===== src/rtl/gpio_bank.sv =====
// -----------------------------------------------------------------------------
// gpio_bank
//   Parametrised bidirectional GPIO bank on the core register bus.
//   Each pin has output data, a direction bit, a 2-flop input synchroniser,
//   atomic set/clear writes and an edge-triggered interrupt with sticky
//   write-1-to-clear status.
//
// Optional build macro:
//   GPIO_DEBOUNCE_EN - adds a per-pin stability filter of DEB_CYCLES cycles
//                      between the synchroniser and the IN / edge-detect path.
//
// Parameters:
//   WIDTH      - number of pins (1..32)
//   DEB_CYCLES - debounce window in clk cycles (>=2, debounce build only)
//
// Ports:
//   clk      in   1      system clock, rising edge
//   rst_n    in   1      asynchronous active-low reset
//   we       in   1      register write strobe
//   addr     in   3      register select
//   wdata    in   WIDTH  write data
//   rdata    out  WIDTH  read data (combinational)
//   gpio_in  in   WIDTH  asynchronous pad inputs
//   gpio_out out  WIDTH  pad output data
//   gpio_oe  out  WIDTH  pad output enable, 1 = drive
//   irq      out  1      level interrupt, |(IRQ_STAT & IRQ_EN)
//
// Register map: 0 OUT rw | 1 DIR rw | 2 IN ro | 3 SET wo | 4 CLR wo |
//               5 IRQ_EN rw | 6 IRQ_EDGE rw (1=rising) | 7 IRQ_STAT rw1c
// -----------------------------------------------------------------------------
module gpio_bank #(
    parameter int WIDTH      = 8,
    parameter int DEB_CYCLES = 4
) (
    input  logic             clk,
    input  logic             rst_n,
    input  logic             we,
    input  logic [2:0]       addr,
    input  logic [WIDTH-1:0] wdata,
    output logic [WIDTH-1:0] rdata,
    input  logic [WIDTH-1:0] gpio_in,
    output logic [WIDTH-1:0] gpio_out,
    output logic [WIDTH-1:0] gpio_oe,
    output logic             irq
);

    if (WIDTH < 1 || WIDTH > 32) begin : g_bad_width
        $fatal(1, "gpio_bank: WIDTH must be 1..32");
    end
    if (DEB_CYCLES < 2) begin : g_bad_deb
        $fatal(1, "gpio_bank: DEB_CYCLES must be >= 2");
    end

    typedef enum logic [2:0] {
        A_OUT      = 3'd0,
        A_DIR      = 3'd1,
        A_IN       = 3'd2,
        A_SET      = 3'd3,
        A_CLR      = 3'd4,
        A_IRQ_EN   = 3'd5,
        A_IRQ_EDGE = 3'd6,
        A_IRQ_STAT = 3'd7
    } addr_e;

    logic [WIDTH-1:0] r_out;
    logic [WIDTH-1:0] r_dir;
    logic [WIDTH-1:0] r_irq_en;
    logic [WIDTH-1:0] r_irq_edge;
    logic [WIDTH-1:0] r_irq_stat;
    logic [WIDTH-1:0] r_sync1;
    logic [WIDTH-1:0] r_sync2;
    logic [WIDTH-1:0] r_prev;

    logic [WIDTH-1:0] w_filt;
    logic [WIDTH-1:0] w_evt;
    logic [WIDTH-1:0] w_stat_clr;

    // Control registers. SET/CLR are read-modify-write on OUT so software can
    // flip single pins without a racy read-then-write sequence.
    always_ff @(posedge clk or negedge rst_n) begin
        if (!rst_n) begin
            r_out      <= '0;
            r_dir      <= '0;
            r_irq_en   <= '0;
            r_irq_edge <= '0;
        end else if (we) begin
            // NOTE: non-blocking assignments keep every flop sampling the
            // pre-edge values, so order of statements never matters here.
            unique case (addr_e'(addr))
                A_OUT:      r_out      <= wdata;
                A_DIR:      r_dir      <= wdata;
                A_SET:      r_out      <= r_out | wdata;
                A_CLR:      r_out      <= r_out & ~wdata;
                A_IRQ_EN:   r_irq_en   <= wdata;
                A_IRQ_EDGE: r_irq_edge <= wdata;
                default:    ;   // IN is read-only, IRQ_STAT handled below
            endcase
        end
    end

    // Two-flop synchroniser plus the previous filtered sample for edge detect.
    always_ff @(posedge clk or negedge rst_n) begin
        if (!rst_n) begin
            r_sync1 <= '0;
            r_sync2 <= '0;
            r_prev  <= '0;
        end else begin
            r_sync1 <= gpio_in;
            r_sync2 <= r_sync1;
            r_prev  <= w_filt;
        end
    end

`ifdef GPIO_DEBOUNCE_EN
    localparam int CNT_W = $clog2(DEB_CYCLES + 1);

    logic [WIDTH-1:0] r_deb;
    logic [CNT_W-1:0] r_cnt [WIDTH];

    // A pin's debounced value only follows sync2 after it has disagreed for
    // DEB_CYCLES consecutive cycles; any agreement restarts the count.
    always_ff @(posedge clk or negedge rst_n) begin
        if (!rst_n) begin
            r_deb <= '0;
            for (int i = 0; i < WIDTH; i++) r_cnt[i] <= '0;
        end else begin
            for (int i = 0; i < WIDTH; i++) begin
                if (r_sync2[i] == r_deb[i]) begin
                    r_cnt[i] <= '0;
                end else if (r_cnt[i] == CNT_W'(DEB_CYCLES - 1)) begin
                    r_deb[i] <= r_sync2[i];
                    r_cnt[i] <= '0;
                end else begin
                    r_cnt[i] <= r_cnt[i] + CNT_W'(1);
                end
            end
        end
    end

    assign w_filt = r_deb;
`else
    assign w_filt = r_sync2;
`endif

    // Edge detection ignores IRQ_EN and DIR: the enable only masks irq, and
    // driven pins are seen through the pad loopback like any other input.
    assign w_evt = ( r_irq_edge & w_filt & ~r_prev)
                 | (~r_irq_edge & ~w_filt & r_prev);

    assign w_stat_clr = (we && addr_e'(addr) == A_IRQ_STAT) ? wdata : '0;

    // A new event in the same cycle as a W1C on that bit wins, so no edge is lost.
    always_ff @(posedge clk or negedge rst_n) begin
        if (!rst_n) r_irq_stat <= '0;
        else        r_irq_stat <= (r_irq_stat & ~w_stat_clr) | w_evt;
    end

    always_comb begin
        // NOTE: default assignment first so every path drives rdata and no
        // latch is inferred for the write-only addresses.
        rdata = '0;
        unique case (addr_e'(addr))
            A_OUT:      rdata = r_out;
            A_DIR:      rdata = r_dir;
            A_IN:       rdata = w_filt;
            A_IRQ_EN:   rdata = r_irq_en;
            A_IRQ_EDGE: rdata = r_irq_edge;
            A_IRQ_STAT: rdata = r_irq_stat;
            default:    rdata = '0;
        endcase
    end

    assign gpio_out = r_out;
    assign gpio_oe  = r_dir;
    assign irq      = |(r_irq_stat & r_irq_en);

endmodule

===== config.mk =====
export PLATFORM = sky130hd
export DESIGN_NAME = gpio_bank
export DESIGN_NICKNAME = d
export VERILOG_FILES = /design/src/rtl/gpio_bank.sv
export SDC_FILE = /design/constraint.sdc
export NUM_CORES = 1
export LEC_CHECK = 0
export CAP_MARGIN = 5
export CORE_MARGIN = 4
export CORE_UTILIZATION = 40
export DETAILED_ROUTE_END_ITERATION = 6
export MAX_ROUTING_LAYER = met4
export SETUP_SLACK_MARGIN = 0.5
export SLEW_MARGIN = 10
export SYNTH_ARGS = -nofsm -noshare
export SYNTH_HDL_FRONTEND = slang
export SYNTH_SLANG_ARGS = --single-unit

===== constraint.sdc =====
create_clock -name clk -period 1.3 [get_ports clk]
set_input_delay 0.13 -clock clk [delete_from_list [all_inputs] [get_ports clk]]
set_output_delay 0.13 -clock clk [all_outputs]
set_load 0.005 [all_outputs]

# Yosys cells after proc, flatten, opt, wreduce, memory -nomap -nowiden
# Cells that the tools add are included.
[totals]
ff_bits = 64
latchBits = 0
mem_bits_rw = 0
romBits = 0
input_bits = 22
output_inout_bits = 25
mem_count = 0
[op_classes]
addsub = 0
mul = 0
n_div = 0
magnitude_cmp = 0
eq_ne = 7
shift = 0
muxes = 3
bitwise = 15
reduce_logical = 8
[ops]
columns = ["cell", "count"]
rows = [
  ["8-bit AND", 7],
  ["8-bit case mux with 6 select lines", 1],
  ["8-bit inverter", 5],
  ["8-bit OR", 3],
  ["8-bit case mux with 3 select lines", 1],
  ["3-bit equality test (second input constant)", 4],
  ["8-bit two-way mux", 1],
  ["2-bit AND reduction", 4],
  ["8-bit OR reduction", 1],
  ["3-bit by 2-bit equality test with 1-bit output (second input constant)", 2],
  ["3-bit by 1-bit equality test with 1-bit output (second input constant)", 1],
  ["3-bit logical NOT", 1],
  ["3-bit nonzero test", 1],
  ["1-bit logical AND", 1],
]

# Longest topological paths before layout
# Gate-level depths: netlist of run 1.
[depth]
ltp_word = 6
mapped_depth = 5

# Worst setup path after synthesis of run 1
# OpenSTA, ideal clock, no wires.
[synth_timing]
path_type = "input-to-reg"
startpoint = "input port addr[2]"
endpoint = "register r_dir[0], in the netlist gpio_oe[0]"
arrival_time_ps = 1133
t_required_ps = 1175
setup_slack_ps = 42
stages = 3
path_cell_list = "buf_2 nor4b_4 mux2_2"
[synth_between]
elab_chain_len = 2
[synth_lines]
columns = ["item", "line", "rtl"]
rows = [
  ["from (decl)", "38", "input logic [2:0] addr,"],
  ["3-bit by 1-bit equality test with 1-bit output", "89", "unique case (addr_e'(addr))"],
  ["2-bit AND reduction (no line)", "n/a", ""],
  ["to (signal assigned)", "91", "A_DIR: r_dir <= wdata;"],
  ["to (decl)", "66", "logic [WIDTH-1:0] r_dir;"],
]
# Every way passes these cells.
# A chain may end at the register's enable or synchronous reset.

# Final worst setup path of run 1
[layout_timing]
startpoint = "register r_irq_stat[2]"
endpoint = "output port rdata[2]"
[layout_between]
elab_chain_len = 1
[layout_lines]
columns = ["item", "line", "rtl"]
rows = [
  ["from (decl)", "69", "logic [WIDTH-1:0] r_irq_stat;"],
  ["from (signal assigned)", "155", "else r_irq_stat <= (r_irq_stat & ~w_stat_clr) | w_evt;"],
  ["8-bit case mux with 6 select lines", "162", "unique case (addr_e'(addr))"],
  ["to (decl)", "40", "output logic [WIDTH-1:0] rdata,"],
]
# Every way passes these cells.

==> impl_results.md, run 1 <==
* Nets at 396
* Number of fillers in the final layout at 460
* Max Fanout on Critical Path at 3
* YS warnings at 0
* Max-Cap Viols at 0
* Die Area at 8286 µm²
* CTS Buffer Depth at 2
* Area of the multi-input gates at 1388 µm²
* Power Density at 1270 nW/µm²
* First-pass GRT wire length at 13120 µm
* Worst r2r src: gpio_out[4]$_DFFE_PN0P_
* RR Endpoint: gpio_out[4]$_DFFE_PN0P_
* WP data arrival at 1.50 ns
* Total GRT Usage at 20.91%
* Post-synth EDFFs at 0
* Total CTS buffers at 9
* Leak at 2.261 nW
* Clk root buf: clkbuf_8
* Hold Slack at 0.2314 ns
* Largest net degree at the start of global routing at 65
* Dpl ws at -0.7693 ns
* Achievable frequency at 612.2 MHz
* Pre-antenna DRT Iters at 4
* Share of the clock period used by the worst path at 125.7%
* Diode count at 0
* Routed wire length at 8605 µm
* Hold worst-path end: r_sync1[0]$_DFF_PN0_
* DRC at 0
* Syn Inst Count at 215
* Worst setup margin at -0.3335 ns
* WP data required at 1.17 ns
* Die height at 91.03 µm
* Gr ovfl total at 0
* Hold path cells at 1
* Clk slew on worst S/H paths at 0.07 ns
* Crit path launch type: register
* Most frequent cells in the layout: 67 x buf_6, 64 x dfrtp_1, 52 x buf_4
* Final setup fails at 9
* Hold Crit Start: gpio_in[0]
* Antenna-violating nets left at 0
* Worst Setup SP: r_irq_stat[2]$_DFF_PN0_
* Vias in the first global route at 2612
* Clock sink count at 64
* Layout Area Growth over Synthesis at 75.05%
* Fraction of registers with async set/reset at 100.0%
* Worst VDD drop at 0.8769 mV
* Post-synth top area share at 58.08%
* Setup crit end kind: output port
* Synth area leader: dfrtp_1
* Synthesized area per cell at 12.83 µm²
* Internal reg-to-reg setup slack at 0.17 ns
* Rows at 29
* Layout cells sized above 1 at 59.52%
* Vias per inst at 5.367
* Htree depth at 3
* Failing checks: setup timing
* CP Class: reg -> out
* RSZ-0062 raised after global routing: yes
* Layout Cells excl Fill at 455
* Worst reg2reg path depth at 5
* Synth Cell Area at 2758 µm²
* Io pins at 47
* Hpwl dp at 5229 µm
* Ranking of synthesized cells by area: dfrtp_1 58%, mux2_2 14%, a221o_1 2.9%
* Status: finished, violations left
* Tmin final at 1.633 ns
* Yosys reg bits at 64
* Initial antenna violation count at 0
* Register area at 1602 µm²
* Slew headroom at 77.08%
* Std-Cell Core Area at 6531 µm²
* Initial Utilization at 42.22%
* Final Max Slew Viols at 0
* CTS tree: built
* Inst Count DP at 408
* Seq/Total Area, Yosys at 58.08%
* DR iter-0 viols at 112
* Synth cell types at 30
* Die Wd at 91.03 µm
* Commonest non-fill, non-tap cell in the layout: buf_6
* Routability congestion estimate at 0.8109
* Worst-margin pin slew at 0.3437 ns
* Skew-Pair Late Insertion Delay at 0.33 ns
* Synthesized Nets at 237
* Final hold viol count at 0
* Main synth FF type: dfrtp_1
* IO buf count at 46
* WL/cell at 18.91 µm
* HP Class: in -> reg
* Clock skew at 0.004429 ns
* DR vias at 2442
-- sequential cells by signal, indices dropped and copies added (netlist names) --
signal,cells
r_irq_stat,8
r_prev,8
r_irq_en,8
r_sync1,8
r_irq_edge,8
r_sync2,8
gpio_out,8
gpio_oe,8
-- synth_stat cells (all sizes together) (6+ instances only) --
library cell   n
a22o           8
dfrtp         64
buf            6
a22oi          7
nand2         19
o21ai         10
mux2          34
mux2i          8
nor2          20
a221o          8
-- how the worst max path moves through the flow --
stage / end / slack [ns] / cells past startpoint
finish: rdata[2] / -0.33 / 4
global route: rdata[2] / -0.39 / 4
CTS: rdata[1] / -0.31 / 4
detailed placement: rdata[4] / -0.77 / 7
global placement: rdata[1] / -0.75 / 6
floorplan: gpio_oe[0]$_DFFE_PN0P_ / 0.06 / 4
-- per-layer routing --
metal	part of all wire [%]	GRT usage [%]
met4	2.1	8.291
met2	51	32.37
met5	0	-
met3	3.9	5.785
met1	43	26.05
-- metrics by stage --
| stage | setup TNS (ns) | power [mW] | utilization [%] | instance area (µm²) |
|---|---|---|---|---|
| floorplan | 0 | 3.024 | - | 2823 |
| global placement | -27.10 | 3.945 | 59.81 | 3906 |
| detailed placement | -27.78 | 3.974 | 59.81 | 3906 |
| CTS | -1.884 | 5.875 | 69.44 | 4536 |
| global route | -2.459 | 6.445 | 73.91 | 4827 |
| finish | -1.912 | 6.129 | 73.91 | 4827 |
-- repair_timing --
item	CTS	global route
pin swaps	20	8
hold buffers	1	0
setup endpoints to repair	65	65
buffers inserted	18	11
resized for setup	207	56
hold endpoints to repair	64	0
cloned	2	0
-- power breakdown --
part	switching, mW	leakage, nW	internal, mW
sequential	0.220	0.739	2.27
combinational	0.720	1.43	1.39
clock	0.747	0.0882	0.780
total	1.69	2.26	4.44
-- layout make-up --
| cell class | instances | share of cell area (%) |
|---|---|---|
| Tap cell | 77 | 1.996 |
| Sequential cell | 64 | 33.18 |
| Inverter | 2 | 0.4147 |
| Timing Repair Buffer | 156 | 32.09 |
| Clock buffer | 12 | 3.214 |
| Clock inverter | 3 | 0.3629 |
| Multi-Input combinational cell | 141 | 28.75 |
-- worst max-delay path, cell delays in order, from the launching register on --
cell and delay [ns]:
dfrtp_1 0.41, mux2_4 0.27, a221oi_2 0.25, a21oi_1 0.10, buf_2 0.14
-- kinds of logic after synthesis --
logic type	synth area share, %
buffers and inverters	1.860
AND/OR/NAND/NOR	10.03
AO/OA/AOI/OAI	13.25
flip-flops	58.08
multiplexers	16.79
Power figures use the tool's default switching activity.
==> run 2: changes to the inputs <==
--- a/config.mk
+++ b/config.mk
@@ -5,9 +5,11 @@
 export SDC_FILE = /design/constraint.sdc
 export NUM_CORES = 1
 export LEC_CHECK = 0
+export ABC_CLOCK_PERIOD_IN_PS = 1300
 export CAP_MARGIN = 5
 export CORE_MARGIN = 4
 export CORE_UTILIZATION = 40
+export CTS_BUF_LIST = sky130_fd_sc_hd__clkbuf_4
 export DETAILED_ROUTE_END_ITERATION = 6
 export MAX_ROUTING_LAYER = met4
 export SETUP_SLACK_MARGIN = 0.5
==> impl_results.md, run 2 (synthesis gave the netlist of run 1 again) <==
* Commonest non-fill, non-tap cell in the layout: buf_6
* Crit path launch type: register
* Buf/Inv on CP at 1
* Clock Power Share at 19.3%
* Crit-path leading delay family: flip-flops
* Status: finished, violations left
* Net Sw Frac at 29.34%
* Worst-margin pin slew at 0.3433 ns
* HP Class: in -> reg
* Layout cells sized above 1 at 59.53%
* NetSw at 1.688 mW
* Seq pwr share at 43.4%
* RSZ-0062 raised after global routing: yes
* First-pass GRT wire length at 13870 µm
* RR Endpoint: r_irq_stat[7]$_DFF_PN0_
* Largest net degree at the start of global routing at 65
* Dpl ws at -0.7693 ns
* Std-Cell Core Area at 6531 µm²
* DR iter-0 viols at 125
* Hpwl dp at 5229 µm
* Nets at 401
* Final instance area at 4768 µm²
* Clk root buf: clkbuf_4
* Worst VDD drop at 0.7046 mV
* Power Density at 1207 nW/µm²
* Tmin final at 1.752 ns
* CTS tree: built
* Die Wd at 91.03 µm
* Hold path cells at 1
* Final setup fails at 10
* Vias in the first global route at 2641
* Clock sink count at 64
* Worst r2r src: r_irq_edge[7]$_DFFE_PN0P_
* Htree depth at 3
* Routability congestion estimate at 0.8109
* WP data required at 1.17 ns
* Final Max Slew Viols at 0
* WP data arrival at 1.62 ns
* Vias per inst at 5.520
* Worst reg2reg path depth at 6
* Internal reg-to-reg setup slack at 0.12 ns
* Levels on crit path at 4
* Gr ovfl total at 0
* Initial Utilization at 42.22%
* Die height at 91.03 µm
* Cell area after placement at 3906 µm²
* Setup crit end kind: output port
* Max Fanout on Critical Path at 2
* CTS Buffer Depth at 2
* DR vias at 2539
* CP Cell Sequence: mux2_4 -> a221oi_4 -> nor2_1 -> buf_2
* IO buf count at 46
* Achievable frequency at 570.8 MHz
* Routed wire length at 8833 µm
* Diode count at 0
* Slowest cell on the critical path: dfrtp_1
* Share of the clock period used by the worst path at 134.8%
* Hold Crit Start: gpio_in[2]
* Initial antenna violation count at 0
* Antenna-violating nets left at 0
* Total CTS buffers at 9
* Cell Int Power at 4.065 mW
* WL/cell at 19.20 µm
* Die Area at 8286 µm²
* Worst setup margin at -0.4519 ns
* Leak at 2.245 nW
* Final setup TNS at -2.708 ns
* Rows at 29
* CP Class: reg -> out
* Combinational fraction of design power at 37.3%
* Hold Slack at 0.1478 ns
* Largest stage delay on the critical path at 0.42 ns
* DRC at 0
* Hold worst-path end: r_sync1[2]$_DFF_PN0_
* Clk slew on worst S/H paths at 0.11 ns
* Layout Area Growth over Synthesis at 72.91%
* Skew-Pair Late Insertion Delay at 0.41 ns
* Final hold viol count at 0
* Max-Cap Viols at 0
* Most frequent cells in the layout: 68 x buf_6, 64 x dfrtp_1, 58 x buf_4
* Slew headroom at 77.11%
* Pre-antenna DRT Iters at 5
* Clock skew at 0.01528 ns
* Io pins at 47
* Failing checks: setup timing
* Total GRT Usage at 22.24%
* Final Core Density at 73.01%
run 2: cell types whose count changed in the layout (fill, tap and decap cells not counted), sizes merged:
cell           previous run  this run
dlygate4sd2               0         1
inv                       1         2
clkdlybuf4s15             1         0
clkbuf                   12        10
clkinv                    3         4
buf                     138       143
run 2: what timing repair did:
item,in CTS,in global routing
setup endpoints to repair,65,65
pin swaps,20,12
hold buffers,1,0
endpoints found under the hold margin,64,0
setup buffers,23,12
gates cloned,1,0
gates resized for setup,239,17
run 2: worst max path at each step:
stage,startpoint,end,slack [ns]
global placement,addr[1],rdata[1],-0.75
floorplan,addr[0],gpio_oe[0]$_DFFE_PN0P_,0.06
detailed placement,addr[1],rdata[4],-0.77
global route,r_sync2[1]$_DFF_PN0_,rdata[1],-0.50
finish,r_irq_stat[1]$_DFF_PN0_,rdata[1],-0.45
CTS,r_sync2[1]$_DFF_PN0_,rdata[1],-0.40
run 2: layout make-up:
cell class | instances | area, µm²
fill | 489 | 1763
clock buffer | 10 | 75.07
clock inverter | 5 | 25.02
multi-input combinational | 141 | 1395
sequential | 64 | 1602
timing repair buffer | 161 | 1563
inverter | 2 | 12.51
tap | 77 | 96.34
run 2: per-layer routing:
metal / GRT usage, % / routed length [µm] / part of all wire (%)
met5: - / 0 / 0
met4: 7.538 / 223 / 2.5
met3: 5.041 / 425 / 4.8
met2: 35.44 / 4453 / 50
met1: 28.09 / 3730 / 42
run 2: power groups by stage:
stage	combinational [mW]	sequential, mW	clock [mW]
final	2.15	2.50	1.11
after global routing	2.28	2.52	1.21
after CTS	1.96	2.48	1.12
after detailed placement	1.50	2.48	0
after global placement	1.47	2.47	0
after floorplan	0.540	2.48	0
run 2: through the flow:
step,instances,total power [mW]
3_5_place_dp,408,3.974
3_3_place_gp,408,3.945
6_report,460,5.753
4_1_cts,448,5.565
2_1_floorplan,215,3.024
5_1_grt,460,6.018
